### src/rtl/serial_reader_pkg.sv
// Shared types and constants for the serial_reader block.
// Frame/block state encodings, data width and default baud divisor.
package serial_reader_pkg;

  localparam int SERIAL_DATA_BITS     = 8;
  localparam int DEFAULT_CLKS_PER_BIT = 434;

  typedef enum logic [2:0] {
    F_IDLE,
    F_START,
    F_DATA,
    F_PARITY,
    F_STOP,
    F_HOLD
  } frame_state_t;

  typedef enum logic [1:0] {
    B_OFF,
    B_ARMED,
    B_DONE
  } block_state_t;

  function automatic logic even_parity(
    input logic [SERIAL_DATA_BITS-1:0] d
  );
    return ^d;
  endfunction

endpackage

### src/rtl/serial_reader_if.sv
// Controller-side bundle of the serial_reader block.
// master = Controller/line side, slave = serial_reader.
interface serial_reader_if #(
  parameter int BLOCK_BYTES = 8
);

  logic                       SeriaReadlEn;
  logic                       RxD;
  logic [8*BLOCK_BYTES-1:0]   Data;
  logic                       SerialReadRy;
  logic                       Err;

  modport master (
    output SeriaReadlEn,
    output RxD,
    input  Data,
    input  SerialReadRy,
    input  Err
  );

  modport slave (
    input  SeriaReadlEn,
    input  RxD,
    output Data,
    output SerialReadRy,
    output Err
  );

endinterface

### src/rtl/serial_reader_uart_rx_byte.sv
// UART byte receiver: synchronizer, frame FSM and bit counter.
// SERIAL_READER_PARITY_EN selects 8E1 framing instead of 8N1.
module uart_rx_byte
  import serial_reader_pkg::*;
#(
  parameter int CLKS_PER_BIT = DEFAULT_CLKS_PER_BIT
) (
  input  logic       clk,
  input  logic       rst,
  input  logic       en,
  input  logic       rxd,
  output logic       byte_valid,
  output logic [7:0] byte_data,
  output logic       frame_err
);

  localparam int CW = $clog2(CLKS_PER_BIT);
  localparam logic [CW-1:0] HALF = CW'(CLKS_PER_BIT / 2);
  localparam logic [CW-1:0] LAST = CW'(CLKS_PER_BIT - 1);

`ifdef SERIAL_READER_PARITY_EN
  localparam frame_state_t AFTER_DATA = F_PARITY;
`else
  localparam frame_state_t AFTER_DATA = F_STOP;
`endif

  frame_state_t state_q;
  frame_state_t state_d;

  logic [2:0]    sync_q;
  logic [CW-1:0] cnt_q;
  logic [2:0]    bit_q;
  logic [7:0]    shreg_q;
  logic          par_err;

  logic rx_s;
  logic fall;
  logic tick;
  logic mid;

  // sync_q[2] is the previous rx_s, used for edge detection
  assign rx_s = sync_q[1];
  assign fall = sync_q[2] & ~sync_q[1];
  assign tick = (cnt_q == LAST);
  assign mid  = (cnt_q == HALF);

  always_ff @(posedge clk) begin
    if (rst) begin
      sync_q <= 3'b111;
    end else begin
      sync_q <= {sync_q[1:0], rxd};
    end
  end

  always_ff @(posedge clk) begin
    if (rst) begin
      state_q <= F_IDLE;
    end else begin
      state_q <= state_d;
    end
  end

  always_comb begin
    state_d = state_q;
    if (!en) begin
      state_d = F_IDLE;
    end else begin
      unique case (state_q)
        F_IDLE:   if (fall) state_d = F_START;
        F_START:  if (mid) state_d = rx_s ? F_IDLE : F_DATA;
        F_DATA:   if (tick && bit_q == 3'd7) state_d = AFTER_DATA;
        F_PARITY: if (tick) state_d = F_STOP;
        F_STOP:   if (tick) state_d = rx_s ? F_IDLE : F_HOLD;
        F_HOLD:   if (rx_s) state_d = F_IDLE;
        default:  state_d = F_IDLE;
      endcase
    end
  end

  always_ff @(posedge clk) begin
    if (rst) begin
      cnt_q   <= '0;
      bit_q   <= '0;
      shreg_q <= '0;
    end else begin
      if (state_d != state_q || tick ||
          state_q inside {F_IDLE, F_HOLD}) begin
        cnt_q <= '0;
      end else begin
        cnt_q <= cnt_q + CW'(1);
      end
      if (state_q == F_START) begin
        bit_q <= '0;
      end else if (state_q == F_DATA && tick) begin
        bit_q <= bit_q + 3'd1;
      end
      if (state_q == F_DATA && tick) begin
        shreg_q <= {rx_s, shreg_q[7:1]};
      end
    end
  end

`ifdef SERIAL_READER_PARITY_EN
  logic par_err_q;

  always_ff @(posedge clk) begin
    if (rst || state_q == F_START) begin
      par_err_q <= 1'b0;
    end else if (state_q == F_PARITY && tick) begin
      par_err_q <= rx_s ^ even_parity(shreg_q);
    end
  end

  assign par_err = par_err_q;
`else
  assign par_err = 1'b0;
`endif

  always_comb begin
    byte_valid = 1'b0;
    frame_err  = 1'b0;
    if (en && state_q == F_STOP && tick) begin
      byte_valid = rx_s & ~par_err;
      frame_err  = ~rx_s | par_err;
    end
  end

  assign byte_data = shreg_q;

endmodule

### src/rtl/serial_reader.sv
// Serial ingest: packs BLOCK_BYTES UART bytes into one block.
// SERIAL_READER_PARITY_EN (in uart_rx_byte) selects 8E1 frames.
module serial_reader
  import serial_reader_pkg::*;
#(
  parameter int CLKS_PER_BIT = DEFAULT_CLKS_PER_BIT,
  parameter int BLOCK_BYTES  = 8
) (
  input  logic            Clk,
  input  logic            Rst,
  serial_reader_if.slave  bus
);

  localparam int W    = SERIAL_DATA_BITS * BLOCK_BYTES;
  localparam int CNTW = $clog2(BLOCK_BYTES + 1);

  block_state_t blk_q;
  block_state_t blk_d;

  logic [W-1:0]    data_q;
  logic [CNTW-1:0] cnt_q;
  logic            err_q;
  logic            ready;

  logic       rx_en;
  logic       byte_valid;
  logic [7:0] byte_data;
  logic       frame_err;
  logic       commit;
  logic       last;

  // enable low in ARMED aborts on the same edge it is sampled
  assign rx_en  = (blk_q == B_ARMED) && bus.SeriaReadlEn;
  assign commit = rx_en && byte_valid;
  assign last   = (cnt_q == CNTW'(BLOCK_BYTES - 1));

  uart_rx_byte #(
    .CLKS_PER_BIT (CLKS_PER_BIT)
  ) u_rx (
    .clk        (Clk),
    .rst        (Rst),
    .en         (rx_en),
    .rxd        (bus.RxD),
    .byte_valid (byte_valid),
    .byte_data  (byte_data),
    .frame_err  (frame_err)
  );

  always_ff @(posedge Clk) begin
    if (Rst) begin
      blk_q <= B_OFF;
    end else begin
      blk_q <= blk_d;
    end
  end

  always_comb begin
    blk_d = blk_q;
    unique case (blk_q)
      B_OFF: begin
        if (bus.SeriaReadlEn) blk_d = B_ARMED;
      end
      B_ARMED: begin
        if (!bus.SeriaReadlEn) blk_d = B_OFF;
        else if (commit && last) blk_d = B_DONE;
      end
      B_DONE: begin
        if (!bus.SeriaReadlEn) blk_d = B_OFF;
      end
      default: blk_d = B_OFF;
    endcase
  end

  always_comb begin
    ready = (blk_q == B_DONE);
  end

  always_ff @(posedge Clk) begin
    if (Rst) begin
      data_q <= '0;
      cnt_q  <= '0;
      err_q  <= 1'b0;
    end else begin
      err_q <= rx_en && frame_err;
      if (!rx_en) begin
        cnt_q <= '0;
      end else if (commit) begin
        cnt_q <= cnt_q + CNTW'(1);
      end
      // newest byte enters at the bottom, oldest drops off the top
      if (commit) begin
        data_q <= W'({data_q, byte_data});
      end
    end
  end

  assign bus.Data         = data_q;
  assign bus.SerialReadRy = ready;
  assign bus.Err          = err_q;

endmodule

### src/flat_wrapper.sv
// flat-port wrapper written by rule: the top's interface ports become plain ports
module serial_reader_flat import serial_reader_pkg::*;
#(
  parameter int CLKS_PER_BIT = DEFAULT_CLKS_PER_BIT,
  parameter int BLOCK_BYTES  = 8
)
  (Clk, Rst, bus_SeriaReadlEn, bus_RxD, bus_Data, bus_SerialReadRy, bus_Err);
  serial_reader_if #(.BLOCK_BYTES(BLOCK_BYTES)) bus_i ();
  input  logic Clk;
  input  logic Rst;
  input wire logic [$bits(bus_i.SeriaReadlEn)-1:0] bus_SeriaReadlEn;
  input wire logic [$bits(bus_i.RxD)-1:0] bus_RxD;
  output wire logic [$bits(bus_i.Data)-1:0] bus_Data;
  output wire logic [$bits(bus_i.SerialReadRy)-1:0] bus_SerialReadRy;
  output wire logic [$bits(bus_i.Err)-1:0] bus_Err;
  assign bus_i.SeriaReadlEn = bus_SeriaReadlEn;
  assign bus_i.RxD = bus_RxD;
  assign bus_Data = bus_i.Data;
  assign bus_SerialReadRy = bus_i.SerialReadRy;
  assign bus_Err = bus_i.Err;
  serial_reader #(.CLKS_PER_BIT(CLKS_PER_BIT), .BLOCK_BYTES(BLOCK_BYTES)) u_core (.Clk(Clk), .Rst(Rst), .bus(bus_i));
endmodule
### config.mk
export PLATFORM = sky130hd
export DESIGN_NAME = serial_reader_flat
export DESIGN_NICKNAME = d
export VERILOG_FILES = /design/src/rtl/serial_reader_pkg.sv /design/src/rtl/serial_reader_if.sv /design/src/rtl/serial_reader_uart_rx_byte.sv /design/src/rtl/serial_reader.sv /design/src/flat_wrapper.sv
export SDC_FILE = /design/constraint.sdc
export NUM_CORES = 1
export LEC_CHECK = 0
export ABC_CLOCK_PERIOD_IN_PS = 5300
export CAP_MARGIN = 20
export CORE_ASPECT_RATIO = 0.6
export CORE_UTILIZATION = 25
export CTS_CLUSTER_SIZE = 12
export DETAILED_ROUTE_END_ITERATION = 12
export PLACE_DENSITY_LB_ADDON = 0.2
export SYNTH_ARGS = -nofsm -noshare
export SYNTH_HDL_FRONTEND = slang
export SYNTH_HIERARCHICAL = 1
export SYNTH_SLANG_ARGS = --single-unit
export TNS_END_PERCENT = 100
### constraint.sdc
create_clock -name Clk -period 5.3 [get_ports Clk]
set_clock_uncertainty 0.15 [all_clocks]
set_input_delay 0.53 -clock Clk [delete_from_list [all_inputs] [get_ports Clk]]
set_output_delay 0.53 -clock Clk [all_outputs]
set_load 0.02 [all_outputs]
==> results of run 1 <==
==> power by group through the flow <==
| stage | Clock (W) | Combinational [W] | Sequential, W |
|---|---|---|---|
| after global routing | 0.000748 | 0.0000216 | 0.000731 |
| after floorplan | 0 | 0.0000149 | 0.000747 |
| after detailed placement | 0 | 0.0000201 | 0.000748 |
| final | 0.000687 | 0.0000199 | 0.000731 |
| after CTS | 0.000710 | 0.0000201 | 0.000731 |
| after global placement | 0 | 0.0000201 | 0.000748 |
==> layout make-up <==
type,instances,area [um2]
fill,1523,9730
sequential,97,1940
multi-input combinational,322,1710
timing repair buffer,72,708
tap,198,248
clock buffer,9,225
clock inverter,7,97.6
inverter,5,18.8
==> worst max-delay path: stages <==
cell	delay, ns
clkdlybuf4s50_1	0.54
and3b_1	0.26
nand2b_1	0.12
nor2_1	0.14
and3_1	0.26
and4b_2	0.87
buf_4	0.37
nand2_1	0.09
a21oi_1	0.13
==> layout by cell type, fill, tap and decap left out, types with 3 or more instances in the layout <==
cell	count
a211oi_1	4
a21oi_1	69
and3_1	3
buf_4	3
clkbuf_16	9
clkdlybuf4s50_1	68
dfxtp_1	97
ha_1	5
inv_1	5
inv_8	3
mux2i_1	10
nand2_1	137
nand2b_1	4
nand3_1	5
nor2_1	18
nor2b_1	4
nor3_1	18
o21ai_0	3
or2_2	3
xnor2_1	6
xor2_1	3
==> metrics by stage <==
| stage | instances | hold slack, ns | setup WS, ns |
|---|---|---|---|
| finish | 710 | 0.259 | 2.11 |
| floorplan | 452 | 0.239 | 3.13 |
| CTS | 710 | 0.263 | 2.10 |
| global route | 710 | 0.279 | 1.86 |
| global placement | 694 | 0.245 | 1.84 |
| detailed placement | 694 | 0.249 | 1.74 |
==> cells in the mapped netlist (5+ instances only) <==
library cell | n | share of area
xnor2_1 | 6 | 0.014
a21oi_1 | 69 | 0.090
dfxtp_1 | 97 | 0.51
nor2_1 | 18 | 0.018
inv_1 | 5 | 0.0049
nand3_1 | 5 | 0.0066
clkbuf_1 | 11 | 0.011
nor3_1 | 18 | 0.024
mux2i_1 | 10 | 0.026
buf_4 | 6 | 0.012
ha_1 | 5 | 0.016
nand2_1 | 137 | 0.13
buf_2 | 10 | 0.013
==> worst min-delay path by stage <==
stage	endpoint	depth (start not counted)
CTS	u_core/u_rx/sync_q[1]$_SDFF_PP1_	1
finish	u_core/u_rx/sync_q[1]$_SDFF_PP1_	1
detailed placement	u_core/u_rx/sync_q[1]$_SDFF_PP1_	1
global placement	u_core/u_rx/sync_q[1]$_SDFF_PP1_	1
global route	u_core/u_rx/sync_q[1]$_SDFF_PP1_	1
floorplan	u_core/u_rx/sync_q[1]$_SDFF_PP1_	1
==> layer usage <==
metal  track usage  vias up
met5             0        -
met4        0.0363        0
met3        0.0324        8
met2         0.171       79
met1         0.183     1482
li1              -     1624
==> cell families (layout without fill, tap and decap cells) <==
kind of cell | count (synthesis) | after routing
adder cells (fa/ha/maj) | 5 | 5
flip-flops | 97 | 97
multiplexers | 10 | 10
AO/OA/AOI/OAI | 86 | 86
AND/OR/NAND/NOR | 212 | 212
buffers and inverters | 33 | 93
XOR/XNOR | 9 | 9
==> flip-flops by register name, indices dropped and copies added, names as in the netlist <==
signal                 count
u_core/u_rx/state_q        3
u_core/u_rx/bit_q          3
u_core/u_rx/sync_q         3
u_core/bus.Data           64
u_core/bus.Err             1
u_core/u_rx/cnt_q          9
u_core/cnt_q               4
u_core/blk_q               2
u_core/u_rx/byte_data      8
==> flow_summary.yaml, run 1 <==
pwr:
  pwr-share-seq: 0.508
  switchingPower_w: 0.000322
  swShare: 0.224
  p_int_w: 0.00112
  power_frac_comb: 0.014
  cellLeakagePower_nw: 1.70
  p_per_area_nw_per_um2: 291
  p_total_w: 0.00144
  p_clk_frac: 0.478
  ir_drop_mv: 0.141
drt:
  routed_wl_um: 9460
  ant_nets: 0
  drt-pass1-iter-count: 4
  post_drt_wl_per_cell_um: 13.3
  drt-vias-per-instance: 4.50
  top_layer_used: "met4"
  drt_iter0_markers: 128
  vias: 3193
  met2_length_um: 3830
  remaining_drc_errors: 0
  wl_met3_um: 503
  met1Wirelength_um: 5030
die:
  rows: 34
  core_um2: 14700
  start_util: 0.260
  ioPinCount: 70
  die_h_um: 97.7
  die-area_um2: 15800
  dieWidth_um: 162
timing:
  setup_viol: 0
  fin_crit_sh: 0.602
  maxSlewHeadroom: 0.399
  hold_viol_final: 0
  grt_setup_unrepaired: "false"
  post-route-min-period_ns: 3.19
  fin_setup_tns_ns: 0
  fmax_ghz: 0.313
  maxSlewViolCount: 0
  tightest_slew_ns: 0.902
worst_setup_path:
  reg2reg_setup_slack_ns: 2.34
  crit_type: "input pin to flop"
  crit_fanout: 47
  crit_arrival_ns: 3.31
  cp-startpoint: "bus_SeriaReadlEn"
  rr_startpoint: "u_core/u_rx/cnt_q[0]$_SDFF_PP0_"
  required_ns: 5.42
  cp-start-kind: "input pin"
  endpoint_kind: "flop"
  rr_worst_depth: 8
  crit_end: "u_core/bus.Data[63]$_SDFFE_PP0P_"
  r2r_end: "u_core/bus.Data[63]$_SDFFE_PP0P_"
logic_synthesis:
  synthAdderAreaFrac: 0.0164
  yosys_register_bits: 97
  ys.flop_type: "dfxtp_1"
  muxShareOfSynthArea: 0.0262
  seq_area_frac_synth: 0.509
  synth_warnings: 6
  synth_area_um2: 3820
  yosys.area_share.simple: 0.259
  ys_types: 45
  synthCells: 452
  synth_area_per_cell_um2: 8.44
  async_reset_ff_frac: 0
  synth_xor_xnor_area_share: 0.0207
  synth-compound-area-share: 0.125
  synth.net_count: 461
  synth_edf_count: 0
  synth_top_family_by_area: "simple AND/OR/NAND/NOR gates"
clock_network:
  numCtsBuffers: 9
  cts_resized: 0
  cts_tree: "done"
  cts_setup_buffers: 0
  clkTransAtPathRegs_ns: 0.08
  clk_path_buf_depth: 2
  cts_hold_buf: 0
  clk_latency_ns: 0.34
  clock_sinks: 97
  htreeDepth: 3
  root_buffer: "clkbuf_16"
cells_and_area:
  design_area_um2: 4950
  drive_gt1_frac: 0.0605
  antennaDiodeCount: 0
  post-route-util: 0.337
  finalNetCount: 516
  synthToLayoutAreaGrowth_pct: 29.7
global_routing:
  first_global_vias: 2934
  overflow: 0
  grt_pass1_wl_um: 15500
  grt_usage: 0.123
  antenna_found_initial: 0
  grt_max_degree: 84
hold_path:
  hold_class: "flop to flop"
  min_from: "u_core/u_rx/sync_q[0]$_SDFF_PP1_"
flow_run:
  maxCapViolCount: 0
placement:
  gp_congestion: 0.829
  io_buffers: 69
  dp_hpwl_um: 6370
  placed_cell_area_um2: 4630
outcome:
  status: "finished, final reports clean"
(Power assumes the default switching activity.)
==> inputs of run 2 (changes only) <==
--- a/config.mk
+++ b/config.mk
@@ -5,7 +5,7 @@
 export SDC_FILE = /design/constraint.sdc
 export NUM_CORES = 1
 export LEC_CHECK = 0
-export ABC_CLOCK_PERIOD_IN_PS = 5300
+export ABC_CLOCK_PERIOD_IN_PS = 3200
 export CAP_MARGIN = 20
 export CORE_ASPECT_RATIO = 0.6
 export CORE_UTILIZATION = 25
==> constraint.sdc (replaced) <==
create_clock -name Clk -period 3.2 [get_ports Clk]
set_clock_uncertainty 0.15 [all_clocks]
set_input_delay 0.32 -clock Clk [delete_from_list [all_inputs] [get_ports Clk]]
set_output_delay 0.32 -clock Clk [all_outputs]
set_load 0.02 [all_outputs]
==> run 2 against run 1 <==
Hold slack lost 0.0012 ns. Register-to-register slack got worse by 1.8 ns. Sequential power grew 66%. Non-clock buffer count is 1 higher. Critical path depth fell by 3. Worst setup slack got worse by 1.5 ns. Clock-buffer cell count stayed put. Critical path type is now flop to flop.
==> flow_summary.yaml, run 2 (synthesis results as in run 1) <==
die:
  dieWidth_um: 162
  start_util: 0.260
  die-area_um2: 15800
  die_h_um: 97.7
  core_um2: 14700
  rows: 34
  ioPinCount: 70
cells_and_area:
  fin_cells: 711
  fillCellCount: 1552
  final_cell_mix: "137 x nand2_1, 97 x dfxtp_1, 69 x a21oi_1, 68 x clkdlybuf4s50_1"
  synthToLayoutAreaGrowth_pct: 29.6
  finalNetCount: 517
  antennaDiodeCount: 0
  layout_commonest_cell: "nand2_1"
  design_area_um2: 4940
  largest_reg_flops: 64
  drive_gt1_frac: 0.0624
  post-route-util: 0.337
drt:
  drt-vias-per-instance: 4.47
  drt-pass1-iter-count: 5
  vias: 3178
  routed_wl_um: 9210
  post_drt_wl_per_cell_um: 13.0
  ant_nets: 0
  remaining_drc_errors: 0
  drt_iter0_markers: 241
clock_network:
  clk_path_buf_depth: 2
  clk_latency_ns: 0.35
  cts_setup_buffers: 0
  cts_hold_buf: 0
  htreeDepth: 3
  cts_resized: 0
  cts_tree: "done"
  clkTransAtPathRegs_ns: 0.07
  clock_sinks: 97
  numCtsBuffers: 9
  root_buffer: "clkbuf_16"
worst_setup_path:
  crit_arrival_ns: 2.67
  required_ns: 3.25
  cp.depth: 6
  crit_buf_inv: 0
  cp-startpoint: "u_core/u_rx/cnt_q[0]$_SDFF_PP0_"
  cp_slowest_cell: "a222oi_1"
  crit_type: "flop to flop"
  cp_top_family: "simple AND/OR/NAND/NOR gates"
  rr_startpoint: "u_core/u_rx/cnt_q[0]$_SDFF_PP0_"
  rr_worst_depth: 6
  endpoint_kind: "flop"
  r2r_end: "u_core/u_rx/cnt_q[5]$_SDFF_PP0_"
  reg2reg_setup_slack_ns: 0.58
  cpPeakStageDelay_ns: 0.62
  crit_end: "u_core/u_rx/cnt_q[5]$_SDFF_PP0_"
  cp-start-kind: "flop"
  crit_fanout: 9
  path_cells: "ha_1, nand4b_4, a222oi_1, a211oi_1, nor4_4, nor3_1"
global_routing:
  first_global_vias: 2890
  antenna_found_initial: 0
  grt_pass1_wl_um: 15100
  grt_usage: 0.121
  overflow: 0
  grt_max_degree: 66
placement:
  placed_cell_area_um2: 4650
  dp_hpwl_um: 6270
  io_buffers: 69
  dp_cells: 695
  gp_congestion: 0.810
pwr:
  switchingPower_w: 0.000537
  pwr-share-seq: 0.525
  power_frac_comb: 0.015
  p_int_w: 0.00177
  ir_drop_mv: 0.222
  cellLeakagePower_nw: 1.69
  p_clk_frac: 0.460
  swShare: 0.233
  p_per_area_nw_per_um2: 467
timing:
  post-route-min-period_ns: 2.62
  fmax_ghz: 0.381
  tightest_slew_ns: 0.765
  maxSlewViolCount: 0
  hold_viol_final: 0
  grt_setup_unrepaired: "false"
  setup_viol: 0
  fin_crit_sh: 0.820
  maxSlewHeadroom: 0.488
  fin_setup_tns_ns: 0
flow_run:
  maxCapViolCount: 0
outcome:
  status: "finished, final reports clean"
hold_path:
  hold_class: "flop to flop"
  min_from: "u_core/u_rx/sync_q[0]$_SDFF_PP1_"
## run 2: power by group through the flow
stage / combinational [W] / clock, W / sequential, W
after detailed placement: 0.0000340 / 0 / 0.00124
after floorplan: 0.0000247 / 0 / 0.00124
after global routing: 0.0000373 / 0.00115 / 0.00121
after global placement: 0.0000339 / 0 / 0.00124
after CTS: 0.0000342 / 0.00112 / 0.00121
final: 0.0000342 / 0.00106 / 0.00121
## run 2: worst min path at each step
stage / endpoint / slack, ns / cells past startpoint
2_1_floorplan: u_core/u_rx/sync_q[1]$_SDFF_PP1_ / 0.24 / 1
3_3_place_gp: u_core/u_rx/sync_q[1]$_SDFF_PP1_ / 0.24 / 1
3_5_place_dp: u_core/u_rx/sync_q[1]$_SDFF_PP1_ / 0.25 / 1
4_1_cts: u_core/u_rx/sync_q[1]$_SDFF_PP1_ / 0.26 / 1
5_1_grt: u_core/u_rx/sync_q[1]$_SDFF_PP1_ / 0.27 / 1
6_report: u_core/u_rx/sync_q[1]$_SDFF_PP1_ / 0.26 / 1
## run 2: stage by stage
| step | hold WS (ns) | worst slack [ns] | total power, W |
|---|---|---|---|
| after floorplan | 0.239 | 1.03 | 0.00126 |
| after global placement | 0.244 | 0.461 | 0.00127 |
| after detailed placement | 0.249 | 0.396 | 0.00127 |
| after CTS | 0.261 | 0.567 | 0.00236 |
| after global routing | 0.268 | 0.342 | 0.00240 |
| final | 0.258 | 0.576 | 0.00231 |
## run 2: cell type report
type / instances / area (um2) / area share
inverter: 5 / 18.8 / 0.00380
timing repair buffer: 73 / 728 / 0.147
multi-input combinational: 322 / 1710 / 0.346
clock inverter: 7 / 73.8 / 0.0149
sequential: 97 / 1940 / 0.393
clock buffer: 9 / 225 / 0.0455
tap: 198 / 248 / 0.0501
## run 2: worst register-to-register path, cell delays in order, from the launching register on
cell      delay (ns)
dfxtp_1         0.40
ha_1            0.23
nand4b_4        0.16
a222oi_1        0.62
a211oi_1        0.23
nor4_4          0.57
nor3_1          0.13
## run 2: metal layers
layer | share of wire | global-route usage | wire (um)
met5 | 0 | 0 | 0
met4 | 0.012 | 0.0370 | 108
met3 | 0.047 | 0.0346 | 433
met2 | 0.40 | 0.166 | 3730
met1 | 0.54 | 0.180 | 4940
